==> src/rtl/id_ex_pkg.sv <==
// Shared types for the ID/EX operand skid buffer: default widths, entry layout, occupancy state.
package id_ex_pkg;

   localparam int DEF_DATA_W = 32;
   localparam int DEF_REG_AW = 5;
   localparam int DEF_OP_W   = 6;

   typedef enum logic [1:0] {
      EMPTY = 2'd0,
      ONE   = 2'd1,
      TWO   = 2'd2
   } state_t;

   typedef struct packed {
      logic [DEF_REG_AW-1:0] rs1;
      logic [DEF_REG_AW-1:0] rs2;
      logic [DEF_REG_AW-1:0] rd;
      logic                  reg_write;
      logic [DEF_OP_W-1:0]   op;
      logic [DEF_DATA_W-1:0] opa;
      logic [DEF_DATA_W-1:0] opb;
   } entry_t;

endpackage

==> src/rtl/operand_bypass_mux.sv <==
// Selects register-file writeback data over a stored operand when the writeback targets
// the operand's source index; index 0 is excluded when ZERO_HARD is set.
module operand_bypass_mux #(
   parameter int DATA_W    = 32,
   parameter int REG_AW    = 5,
   parameter int ZERO_HARD = 1
) (
   input  logic [REG_AW-1:0] rs_i,
   input  logic [DATA_W-1:0] stored_i,
   input  logic              wb_reg_write_i,
   input  logic [REG_AW-1:0] wb_reg_i,
   input  logic [DATA_W-1:0] wb_data_i,
   output logic [DATA_W-1:0] data_o
);

   logic hit;

   assign hit    = wb_reg_write_i && (wb_reg_i == rs_i) &&
                   !((ZERO_HARD != 0) && (rs_i == '0));
   assign data_o = hit ? wb_data_i : stored_i;

endmodule

==> src/rtl/id_ex_operand_buffer.sv <==
// Two-entry skid buffer between decode and execute. Define OPERAND_BYPASS_EN to keep
// buffered operands coherent with register-file writebacks.
module id_ex_operand_buffer
   import id_ex_pkg::*;
#(
   parameter int DATA_W    = DEF_DATA_W,
   parameter int REG_AW    = DEF_REG_AW,
   parameter int OP_W      = DEF_OP_W,
   parameter int ZERO_HARD = 1
) (
   input  logic              clk,
   input  logic              reset,
   input  logic              in_valid,
   output logic              in_ready,
   input  logic [REG_AW-1:0] in_rs1,
   input  logic [REG_AW-1:0] in_rs2,
   input  logic [REG_AW-1:0] in_rd,
   input  logic              in_reg_write,
   input  logic [OP_W-1:0]   in_op,
   input  logic [DATA_W-1:0] in_rdata1,
   input  logic [DATA_W-1:0] in_rdata2,
   input  logic              wb_reg_write,
   input  logic [REG_AW-1:0] wb_reg,
   input  logic [DATA_W-1:0] wb_data,
   input  logic              flush,
   output logic              out_valid,
   input  logic              out_ready,
   output logic [REG_AW-1:0] out_rs1,
   output logic [REG_AW-1:0] out_rs2,
   output logic [REG_AW-1:0] out_rd,
   output logic              out_reg_write,
   output logic [OP_W-1:0]   out_op,
   output logic [DATA_W-1:0] out_opa,
   output logic [DATA_W-1:0] out_opb
);

   state_t state_q, state_d;
   entry_t ent_q [2];
   entry_t ent_d [2];
   entry_t upd [2];
   entry_t cap;
   logic   accept, pop;

   logic [DATA_W-1:0] cap_opa, cap_opb;
   logic [DATA_W-1:0] upd_opa [2];
   logic [DATA_W-1:0] upd_opb [2];

`ifdef OPERAND_BYPASS_EN
   operand_bypass_mux #(.DATA_W(DATA_W), .REG_AW(REG_AW), .ZERO_HARD(ZERO_HARD)) u_cap_a (
      .rs_i(in_rs1), .stored_i(in_rdata1), .wb_reg_write_i(wb_reg_write),
      .wb_reg_i(wb_reg), .wb_data_i(wb_data), .data_o(cap_opa));
   operand_bypass_mux #(.DATA_W(DATA_W), .REG_AW(REG_AW), .ZERO_HARD(ZERO_HARD)) u_cap_b (
      .rs_i(in_rs2), .stored_i(in_rdata2), .wb_reg_write_i(wb_reg_write),
      .wb_reg_i(wb_reg), .wb_data_i(wb_data), .data_o(cap_opb));

   // The head's corrected operands double as the combinational out_opa/out_opb.
   for (genvar g = 0; g < 2; g++) begin : g_ent
      operand_bypass_mux #(.DATA_W(DATA_W), .REG_AW(REG_AW), .ZERO_HARD(ZERO_HARD)) u_a (
         .rs_i(ent_q[g].rs1), .stored_i(ent_q[g].opa), .wb_reg_write_i(wb_reg_write),
         .wb_reg_i(wb_reg), .wb_data_i(wb_data), .data_o(upd_opa[g]));
      operand_bypass_mux #(.DATA_W(DATA_W), .REG_AW(REG_AW), .ZERO_HARD(ZERO_HARD)) u_b (
         .rs_i(ent_q[g].rs2), .stored_i(ent_q[g].opb), .wb_reg_write_i(wb_reg_write),
         .wb_reg_i(wb_reg), .wb_data_i(wb_data), .data_o(upd_opb[g]));
   end
`else
   logic unused_wb;

   assign cap_opa    = in_rdata1;
   assign cap_opb    = in_rdata2;
   assign upd_opa[0] = ent_q[0].opa;
   assign upd_opa[1] = ent_q[1].opa;
   assign upd_opb[0] = ent_q[0].opb;
   assign upd_opb[1] = ent_q[1].opb;
   assign unused_wb  = ^{wb_reg_write, wb_reg, wb_data, (ZERO_HARD != 0)};
`endif

   assign accept = in_valid && in_ready && !flush;
   assign pop    = out_valid && out_ready;

   always_ff @(posedge clk) begin
      if (reset) state_q <= EMPTY;
      else       state_q <= state_d;
   end

   always_comb begin
      state_d = state_q;
      if (flush) begin
         state_d = EMPTY;
      end else begin
         case (state_q)
            EMPTY:   if (accept) state_d = ONE;
            ONE:     if (accept && !pop) state_d = TWO;
                     else if (pop && !accept) state_d = EMPTY;
            TWO:     if (pop) state_d = ONE;
            default: state_d = EMPTY;
         endcase
      end
   end

   always_comb begin
      in_ready  = (state_q != TWO);
      out_valid = (state_q != EMPTY);
   end

   always_comb begin
      cap.rs1       = in_rs1;
      cap.rs2       = in_rs2;
      cap.rd        = in_rd;
      cap.reg_write = in_reg_write;
      cap.op        = in_op;
      cap.opa       = cap_opa;
      cap.opb       = cap_opb;
      for (int k = 0; k < 2; k++) begin
         upd[k]     = ent_q[k];
         upd[k].opa = upd_opa[k];
         upd[k].opb = upd_opb[k];
         ent_d[k]   = upd[k];
      end
      if (!flush) begin
         case (state_q)
            EMPTY:   if (accept) ent_d[0] = cap;
            ONE:     if (accept && pop) ent_d[0] = cap;
                     else if (accept) ent_d[1] = cap;
            TWO:     if (pop) ent_d[0] = upd[1];
            default: ;
         endcase
      end
   end

   always_ff @(posedge clk) begin
      if (reset) begin
         ent_q[0] <= '0;
         ent_q[1] <= '0;
      end else begin
         ent_q[0] <= ent_d[0];
         ent_q[1] <= ent_d[1];
      end
   end

   assign out_rs1       = ent_q[0].rs1;
   assign out_rs2       = ent_q[0].rs2;
   assign out_rd        = ent_q[0].rd;
   assign out_reg_write = ent_q[0].reg_write;
   assign out_op        = ent_q[0].op;
   assign out_opa       = upd_opa[0];
   assign out_opb       = upd_opb[0];

endmodule
==> config.mk <==
export PLATFORM = sky130hd
export DESIGN_NAME = id_ex_operand_buffer
export DESIGN_NICKNAME = d
export VERILOG_FILES = /design/src/rtl/id_ex_pkg.sv /design/src/rtl/operand_bypass_mux.sv /design/src/rtl/id_ex_operand_buffer.sv
export SDC_FILE = /design/constraint.sdc
export NUM_CORES = 1
export LEC_CHECK = 0
export ABC_AREA = 0
export ABC_CLOCK_PERIOD_IN_PS = 2950
export BUFFER_PORTS_ARGS = -buffer_cell sky130_fd_sc_hd__buf_2
export CORE_UTILIZATION = 40
export CTS_BUF_LIST = sky130_fd_sc_hd__clkbuf_4
export DETAILED_ROUTE_END_ITERATION = 8
export SLEW_MARGIN = 20
export SYNTH_ARGS = -nofsm -noshare
export SYNTH_HDL_FRONTEND = slang
export SYNTH_HIERARCHICAL = 1
export SYNTH_SLANG_ARGS = --single-unit
==> constraint.sdc <==
create_clock -name clk -period 2.95 [get_ports clk]
set_input_delay 0.59 -clock clk [delete_from_list [all_inputs] [get_ports clk]]
set_output_delay 0.59 -clock clk [all_outputs]
set_load 0.03 [all_outputs]
==> results of run 1 <==
==> per-stage QoR <==
step	std cells	hold slack [ns]
floorplan	903	0.453
global placement	1181	0.459
detailed placement	1181	0.465
CTS	1213	0.197
global route	1215	0.190
finish	1218	0.265
==> layer usage <==
layer  GRT usage  vias up  part of all wire
met5           0        -           0.00057
met4      0.0541        2            0.0098
met3      0.0531       17             0.063
met2       0.336      199              0.46
met1       0.288     3326              0.47
li1            -     3328                 -
==> cells by family after synthesis <==
kind of cell,count (synthesis)
flip-flops,174
AND/OR/NAND/NOR,100
AO/OA/AOI/OAI,348
adder cells (fa/ha/maj),2
buffers and inverters,192
multiplexers,87
==> timing repair <==
action	4_1_cts	5_1_grt
resized for setup	0	1
endpoints found under the hold margin	0	0
hold buffers	0	0
endpoints found under the setup margin	0	1
==> placed cells by master, fill, tap and decap left out, types with 2 or more instances in the layout <==
cell and n:
a211oi_1 132, a211oi_2 40, a21oi_1 87, buf_12 6
buf_2 177, buf_4 12, bufinv_16 3, clkbuf_4 17
clkinv_2 2, clkinv_4 3, dfxtp_1 174, diode_2 5
inv_1 2, inv_6 4, mux2i_1 86, nand2_1 2
nand3_1 86, nor2_1 2, o21ai_0 86
==> worst max-delay path: cells and delay by family (launching register included) <==
| family | cells | cell delay, ns |
|---|---|---|
| AND/OR/NAND/NOR | 1 | 0.24 |
| buffers and inverters | 2 | 0.81 |
| flip-flops | 1 | 0.58 |
==> final timing paths <==
kind	end	slack [ns]	start	cells past startpoint
setup / recovery	in_ready	0.13	state_q[0]$_SDFFE_PP0P_	3
hold / removal	ent_q[0][162]$_SDFFE_PP0P_	0.26	in_rs2[0]	3
setup reg to reg	ent_q[0][53]$_SDFFE_PP0P_	0.41	state_q[0]$_SDFFE_PP0P_	7
hold reg to reg	ent_q[0][89]$_SDFFE_PP0P_	0.48	ent_q[0][89]$_SDFFE_PP0P_	2
==> power by group <==
part           internal, mW  switching [mW]
clock network         0.603           0.911
registers              2.44          0.0461
logic                 0.248           0.473
total                  3.30            1.43
==> layout make-up <==
cell class / count / area share
Sequential cell: 174 / 0.380
Antenna cell: 5 / 0.00137
Tap cell: 270 / 0.0369
Clock inverter: 15 / 0.0201
Clock buffer: 17 / 0.0139
Timing Repair Buffer: 197 / 0.124
Multi-Input combinational cell: 537 / 0.422
Inverter: 3 / 0.00123
==> flip-flops by register name, summed over array words and instances (netlist names) <==
register and flops:
ent_q 172, state_q 2
==> results.md, run 1 <==
* Die area at 21600 um^2
* Clock Sink Count at 174
* Largest family of logic cells by synthesized area: compound AO/OA/AOI/OAI gates
* Setup WS post-layout at 0.133 ns
* Total grt overflow at 0
* Seq/Total Area, Yosys at 0.414
* Nets at 1061
* Reg clk slew, reported paths at 0.16 ns
* Maximum number of pins on one net before global-route repair at 90
* Max cap viols at 0
* Setup Fix Bufs, Post-CTS at 0
* Xor/xnor share of the synthesized area at 0
* Fraction of layout cells with a size suffix above 1 at 0.296
* DRC viols at 0
* WL/cell at 18.9 um
* Most common flop cell mapped by yosys: dfxtp_1
* Arr. time, crit path at 2.23 ns
* Post-Synth Simple-Gate Area at 0.0629
* Hold Vio Cnt, Final at 0
* CTS tree: built
* Die X at 147 um
* P_leak at 3.91 nW
* # rows at 52
* Synth unique cells at 31
* Pwr Density at 516 nW/um^2
* Rel. slew slack at 0.396
* Max incr delay on CP at 0.58 ns
* Post-synth EDFFs at 0
* Async S/R FF share, synth at 0
* Ys Warns at 6
* Via density at 5.64
* Vias at 6872
* Area contributors post-synth: dfxtp_1 (41%), a211oi_1 (12%), mux2i_1 (10%), buf_4 (7.8%), a211oi_2 (5.9%)
* Proportion of synthesized area in mux cells at 0.104
* Height of the die at 147 um
* Post-synth top cells: dfxtp_1 (174), a211oi_1 (132), buf_4 (88), a21oi_1 (87)
* Hold Crit Class: in2reg
* #FFs+latches synth at 174
* Remaining antenna violation count after routing at 0
* Total CTS buffers at 17
* Endpoints failing setup at 0
* Fillers at 2044
* Util after Layout at 0.448
* Fin crit share at 0.955
* Critical path, cell by cell: nand2b_4, buf_16, buf_2
* Fin. max-slew vios at 0
* Area occupied by multi-input gates at 3870 um^2
* Adder-cell share of the synthesized area at 0.00297
* Synthesis-to-finish area growth at 8.77%
* Status: complete, no violations
* CP Launch Type: register
* First-pass GRT wire length at 36600 um
* Final critical-path required period at 2.82 ns
* Detailed Route WL at 23000 um
* Vias in the first global route at 6515
* Pre-CTS setup slack at 0.396 ns
* Top-count cell post-synth: dfxtp_1
* Measured slew at the worst slew-check pin at 0.905 ns
* Crit path kind: reg2out
* Clk root buf: clkbuf_4
* DR iter-0 viols at 469
* Compound-gate portion of the synthesized area at 0.283
* Worst skew pair latency at 0.56 ns
* CP max stage cell: dfxtp_1
* Max Fclk at 355 MHz
* IO Count at 217
* Peak supply drop at 0.000241 V
* Synth Net Count at 1034
* Core footprint at 20400 um^2
* Post-synthesis cell count at 903
* Mapped Avg Cell Area at 9.32 um^2
* Drt first pass iters at 7
* Initial antenna violation count at 4
* Yosys top cell by area: dfxtp_1
* Port Buf Inserts at 178
* Post-Syn Area at 8420 um^2
* All-Layer GR Usage at 0.212
* Fin Setup TNS at 0 ns
* Critical Path RT at 2.36 ns
* Area share of the largest cell type after synthesis at 0.414
* Starting Density at 0.412
* Highest fanout seen on the critical path at 89
* Fin area at 9160 um^2
* Worst Skew at 0.0156 ns
* HPWL Detailed at 12800 um
* GPL Wtd Cong at 0.733
* Register area at 3480 um^2
* Placed Area at 8830 um^2
* Clock buffer depth at 2
* Pwr Total at 4.73 mW
* Crit. End Element: primary output
* Htree depth at 4
* Unrepaired setup endpoints after global routing: no
(Power assumes the default switching activity.)
==> run 2: changes to the inputs <==
--- a/config.mk
+++ b/config.mk
@@ -8,7 +8,7 @@
 export ABC_AREA = 0
 export ABC_CLOCK_PERIOD_IN_PS = 2950
 export BUFFER_PORTS_ARGS = -buffer_cell sky130_fd_sc_hd__buf_2
-export CORE_UTILIZATION = 40
+export CORE_UTILIZATION = 35
 export CTS_BUF_LIST = sky130_fd_sc_hd__clkbuf_4
 export DETAILED_ROUTE_END_ITERATION = 8
 export SLEW_MARGIN = 20
==> results.md, run 2 (same netlist as run 1, synthesis figures left out) <==
* Status: complete, no violations
* CP Launch Type: register
* Largest reg by FF count: ent_q
* Placed Area at 8860 um^2
* Measured slew at the worst slew-check pin at 1.10 ns
* Post-CTS Resized at 0
* First-pass GRT wire length at 35900 um
* DR iter-0 viols at 441
* Starting Density at 0.358
* Pre-CTS setup slack at 0.177 ns
* Fin. max-slew vios at 0
* DRC viols at 0
* Maximum number of pins on one net before global-route repair at 90
* Die X at 157 um
* Vias at 6844
* Via density at 5.42
* Clk root buf: clkbuf_4
* Synthesis-to-finish area growth at 9.04%
* Fraction of layout cells with a size suffix above 1 at 0.294
* Reg clk slew, reported paths at 0.19 ns
* Critical Path RT at 3.44 ns
* P_sw at 1.54 mW
* Hold buffers post-CTS at 0
* Drt first pass iters at 8
* Port Buf Inserts at 178
* Setup Fix Bufs, Post-CTS at 0
* Rel. slew slack at 0.264
* All-Layer GR Usage at 0.186
* Htree depth at 4
* # rows at 56
* Clk pwr share at 0.307
* Largest register FFs at 172
* Top flop regs: ent_q x172, state_q x2
* CTS tree: built
* Hold Crit Class: in2reg
* Worst Skew at 0.0269 ns
* Height of the die at 157 um
* Fin crit share at 0.930
* R2r setup slk at 0.21 ns
* Flop pwr share at 0.538
* Max incr delay on CP at 0.85 ns
* Internal power at 3.09 mW
* Arr. time, crit path at 3.23 ns
* Combinational power share at 0.155
* Pwr Density at 504 nW/um^2
* P_leak at 3.88 nW
* Critical path, cell by cell: or2_2, nand2_1, inv_1, ha_2, mux2_4, buf_4, a211oi_1, a211oi_2
* Core footprint at 23500 um^2
* Setup WS post-layout at 0.208 ns
* WL/cell at 18.3 um
* Hold Vio Cnt, Final at 0
* GPL Wtd Cong at 0.729
* Final critical-path required period at 2.74 ns
* Max cap viols at 0
* Register area at 3480 um^2
* Worst skew pair latency at 0.58 ns
* Die area at 24700 um^2
* Endpoints failing setup at 0
* IO Count at 217
* Remaining antenna violation count after routing at 0
* Crit. End Element: register
* Fillers at 2382
* Detailed Route WL at 23100 um
* Fin area at 9180 um^2
* HPWL Detailed at 12100 um
* Crit path kind: reg2reg
* Vias in the first global route at 6565
* Clock buffer depth at 2
* CP max stage cell: buf_4
* Highest fanout seen on the critical path at 86
* Clock Sink Count at 174
* Peak supply drop at 0.000334 V
* Total grt overflow at 0
* Fin Setup TNS at 0 ns
* Hold slack at 0.233 ns
* Pwr Total at 4.63 mW
* Total CTS buffers at 17
* Area occupied by multi-input gates at 3870 um^2
* Unrepaired setup endpoints after global routing: no
* Most common cell after layout, fill and taps aside: buf_2
* Nets at 1056
* Max Fclk at 365 MHz
* Initial antenna violation count at 6
* Switch share at 0.333
* Most frequent cells in the layout: buf_2 (177), dfxtp_1 (173), a211oi_1 (132)
## run 2: changes by cell type in the layout (fill, tap and decap cells not counted), sizes merged
cell / before / now
inv: 8 / 12
bufinv: 3 / 0
buf: 197 / 192
clkinvlp: 1 / 0
diode: 5 / 6
## run 2: worst paths after layout
check	startpoint	endpoint	cells past startpoint
worst max register to register	state_q[1]$_SDFFE_PP0P_	ent_q[0][66]$_SDFFE_PP0P_	8
worst max-delay path	state_q[1]$_SDFFE_PP0P_	ent_q[0][66]$_SDFFE_PP0P_	8
worst min register to register	ent_q[0][90]$_SDFFE_PP0P_	ent_q[0][90]$_SDFFE_PP0P_	2
worst min-delay path	in_rdata2[28]	ent_q[0][114]$_SDFFE_PP0P_	3
## run 2: worst max-delay path, delay by kind of cell, from the launching register on
| family | cells | cell delay [ns] |
|---|---|---|
| buffers and inverters | 2 | 0.91 |
| DFF | 1 | 0.64 |
| AOI/OAI and AO/OA | 2 | 0.46 |
| and+or+nand+nor | 2 | 0.28 |
| adders and majority gates | 1 | 0.18 |
| muxes | 1 | 0.15 |
## run 2: stage by stage
step / instances / utilization
3_5_place_dp: 1225 / 0.376
3_3_place_gp: 1225 / 0.376
2_1_floorplan: 903 / -
4_1_cts: 1257 / 0.389
5_1_grt: 1260 / 0.390
6_report: 1263 / 0.390
## run 2: power groups by stage
stage | Combinational (mW) | Clock, mW | Sequential (mW)
2_1_floorplan | 0.591 | 0 | 2.53
3_3_place_gp | 0.715 | 0 | 2.54
3_5_place_dp | 0.719 | 0 | 2.54
4_1_cts | 0.720 | 1.49 | 2.49
5_1_grt | 0.769 | 1.58 | 2.50
6_report | 0.715 | 1.42 | 2.49
## run 2: metal layers
| metal | wire, um | up-vias | GRT usage |
|---|---|---|---|
| li1 | - | 3313 | - |
| met1 | 10800 | 3338 | 0.246 |
| met2 | 10600 | 183 | 0.293 |
| met3 | 1480 | 10 | 0.0556 |
| met4 | 157 | 0 | 0.0532 |
| met5 | 0 | - | 0 |
## run 2: cell type report
| class | count | area share |
|---|---|---|
| Antenna cell | 6 | 0.00164 |
| Clock buffer | 17 | 0.0139 |
| Clock inverter | 15 | 0.0181 |
| Inverter | 3 | 0.00123 |
| Multi-Input combinational cell | 537 | 0.421 |
| Sequential cell | 174 | 0.380 |
| Tap cell | 319 | 0.0435 |
| Timing Repair Buffer | 192 | 0.121 |
==> run 3: changes to the inputs <==
--- a/config.mk
+++ b/config.mk
@@ -8,9 +8,10 @@
 export ABC_AREA = 0
 export ABC_CLOCK_PERIOD_IN_PS = 2950
 export BUFFER_PORTS_ARGS = -buffer_cell sky130_fd_sc_hd__buf_2
-export CORE_UTILIZATION = 35
+export CORE_UTILIZATION = 55
 export CTS_BUF_LIST = sky130_fd_sc_hd__clkbuf_4
 export DETAILED_ROUTE_END_ITERATION = 8
+export PLACE_DENSITY = 0.82
 export SLEW_MARGIN = 20
 export SYNTH_ARGS = -nofsm -noshare
 export SYNTH_HDL_FRONTEND = slang
==> constraint.sdc (replaced) <==
create_clock -name clk -period 2.95 [get_ports clk]
set_input_delay 0.59 -clock clk [delete_from_list [all_inputs] [get_ports clk]]
set_output_delay 0.59 -clock clk [all_outputs]
set_load 0.005 [all_outputs]
==> results.md, run 3 (same netlist as run 1, synthesis figures left out) <==
* Status: complete, no violations
* Met1 wire length at 9290 um
* Clk pwr share at 0.311
* Hold Path Sink: ent_q[0][138]$_SDFFE_PP0P_
* Hold Path Depth at 3
* Die area at 15800 um^2
* WL/cell at 18.6 um
* Pre-CTS setup slack at 0.216 ns
* Setup WS post-layout at 0.223 ns
* Flop pwr share at 0.565
* Most frequent cells in the layout: buf_2 (177), dfxtp_1 (174), a211oi_1 (132)
* Worst skew pair latency at 0.57 ns
* Total grt overflow at 0
* Critical Path RT at 2.36 ns
* Hold Crit Class: in2reg
* Core footprint at 14800 um^2
* Fillers at 1276
* CTS tree: built
* Register area at 3480 um^2
* RR Startpoint: state_q[0]$_SDFFE_PP0P_
* Measured slew at the worst slew-check pin at 1.04 ns
* CP max stage cell: dfxtp_1
* Pwr Density at 494 nW/um^2
* First-pass GRT wire length at 34100 um
* Reg clk slew, reported paths at 0.14 ns
* CP bufs+invs at 2
* Unrepaired setup endpoints after global routing: no
* Fin crit share at 0.924
* Drt first pass iters at 5
* Worst Skew at 0.0193 ns
* # rows at 44
* Fraction of layout cells with a size suffix above 1 at 0.288
* Synthesis-to-finish area growth at 6.18%
* Vias at 6963
* Die X at 126 um
* P_leak at 3.86 nW
* Final critical-path required period at 2.73 ns
* All-Layer GR Usage at 0.266
* Rel. slew slack at 0.304
* HPWL Detailed at 11800 um
* GPL Wtd Cong at 0.751
* Clock buffer depth at 2
* DR WL met3 at 1470 um
* Max cap viols at 0
* Clock Sink Count at 174
* Arr. time, crit path at 2.14 ns
* CP Launch Type: register
* Area occupied by multi-input gates at 3870 um^2
* Hold Vio Cnt, Final at 0
* Fin Setup TNS at 0 ns
* Clk root buf: clkbuf_4
* Internal power at 3.28 mW
* DRC viols at 0
* Remaining antenna violation count after routing at 0
* Top Layer Used: met5
* Critical path, cell by cell: nand2b_4, buf_12, buf_2
* Most common cell after layout, fill and taps aside: buf_2
* Starting Density at 0.571
* Peak supply drop at 0.000351 V
* Crit path kind: reg2out
* Met2 WL at 9720 um
* Fin. max-slew vios at 0
* Crit. End Element: primary output
* Height of the die at 126 um
* Largest register FFs at 172
* Worst reg2reg endpoint: ent_q[0][24]$_SDFFE_PP0P_
* Htree depth at 4
* Switch share at 0.258
* IO Count at 217
* Max Fclk at 367 MHz
* Vias in the first global route at 6617
* Highest fanout seen on the critical path at 89
* Initial antenna violation count at 3
* Port Buf Inserts at 178
* Cells on worst reg2reg path at 7
* CP delay by family, top: buffers and inverters
* Largest reg by FF count: ent_q
* Post-CTS Resized at 0
* P_sw at 1.14 mW
* Nets at 1056
* Max incr delay on CP at 0.55 ns
* Detailed Route WL at 20900 um
* R2r setup slk at 0.28 ns
* Setup Fix Bufs, Post-CTS at 0
* Top flop regs: ent_q x172, state_q x2
* Via density at 6.21
* DR iter-0 viols at 802
* Maximum number of pins on one net before global-route repair at 90
* Hold buffers post-CTS at 0
* HP Start: in_rdata1[20]
* Total CTS buffers at 17
* Combinational power share at 0.124
* Endpoints failing setup at 0
-- run 3: layout make-up --
class                      count  area share
antenna                        2    0.000560
clock buffer                  20      0.0168
clock inverter                 9      0.0136
inverter                       3     0.00126
multi-input combinational    537       0.432
sequential                   174       0.390
tap                          184      0.0258
timing repair buffer         192       0.120
-- run 3: stage by stage --
stage               hold slack [ns]  utilization  instances  cell area (um^2)  power (mW)
finish                        0.261        0.606       1121              8940        4.41
global route                  0.216        0.606       1120              8940        4.60
detailed placement            0.465        0.587       1090              8660        3.09
CTS                           0.214        0.606       1119              8930        4.44
floorplan                     0.453            -        903              8420        2.96
global placement              0.459        0.585       1089              8640        3.07
-- run 3: worst reg2reg max path, cell delays in order, from the launching register on --
cell      delay [ns]
dfxtp_1         0.55
nand2b_4        0.22
and3b_1         0.21
ha_2            0.20
mux2_4          0.15
buf_4           0.77
a211oi_1        0.24
a211oi_1        0.26
-- run 3: power groups by stage --
| stage | Sequential (mW) | Combinational (mW) | Clock, mW |
|---|---|---|---|
| global route | 2.50 | 0.598 | 1.50 |
| detailed placement | 2.54 | 0.547 | 0 |
| floorplan | 2.53 | 0.430 | 0 |
| global placement | 2.54 | 0.532 | 0 |
| CTS | 2.49 | 0.548 | 1.40 |
| finish | 2.49 | 0.549 | 1.37 |
-- run 3: worst max-delay path by stage --
stage | from | to | depth (start not counted)
2_1_floorplan | state_q[0]$_SDFFE_PP0P_ | ent_q[0][55]$_SDFFE_PP0P_ | 11
3_3_place_gp | flush | ent_q[0][70]$_SDFFE_PP0P_ | 7
3_5_place_dp | flush | ent_q[0][25]$_SDFFE_PP0P_ | 7
4_1_cts | state_q[0]$_SDFFE_PP0P_ | in_ready | 3
5_1_grt | state_q[1]$_SDFFE_PP0P_ | ent_q[0][24]$_SDFFE_PP0P_ | 8
6_report | state_q[0]$_SDFFE_PP0P_ | in_ready | 3
-- run 3: layer usage --
layer / track usage / up-vias
met5: 0 / -
met4: 0.0954 / 2
met3: 0.0756 / 36
met2: 0.420 / 260
met1: 0.348 / 3357
li1: - / 3308
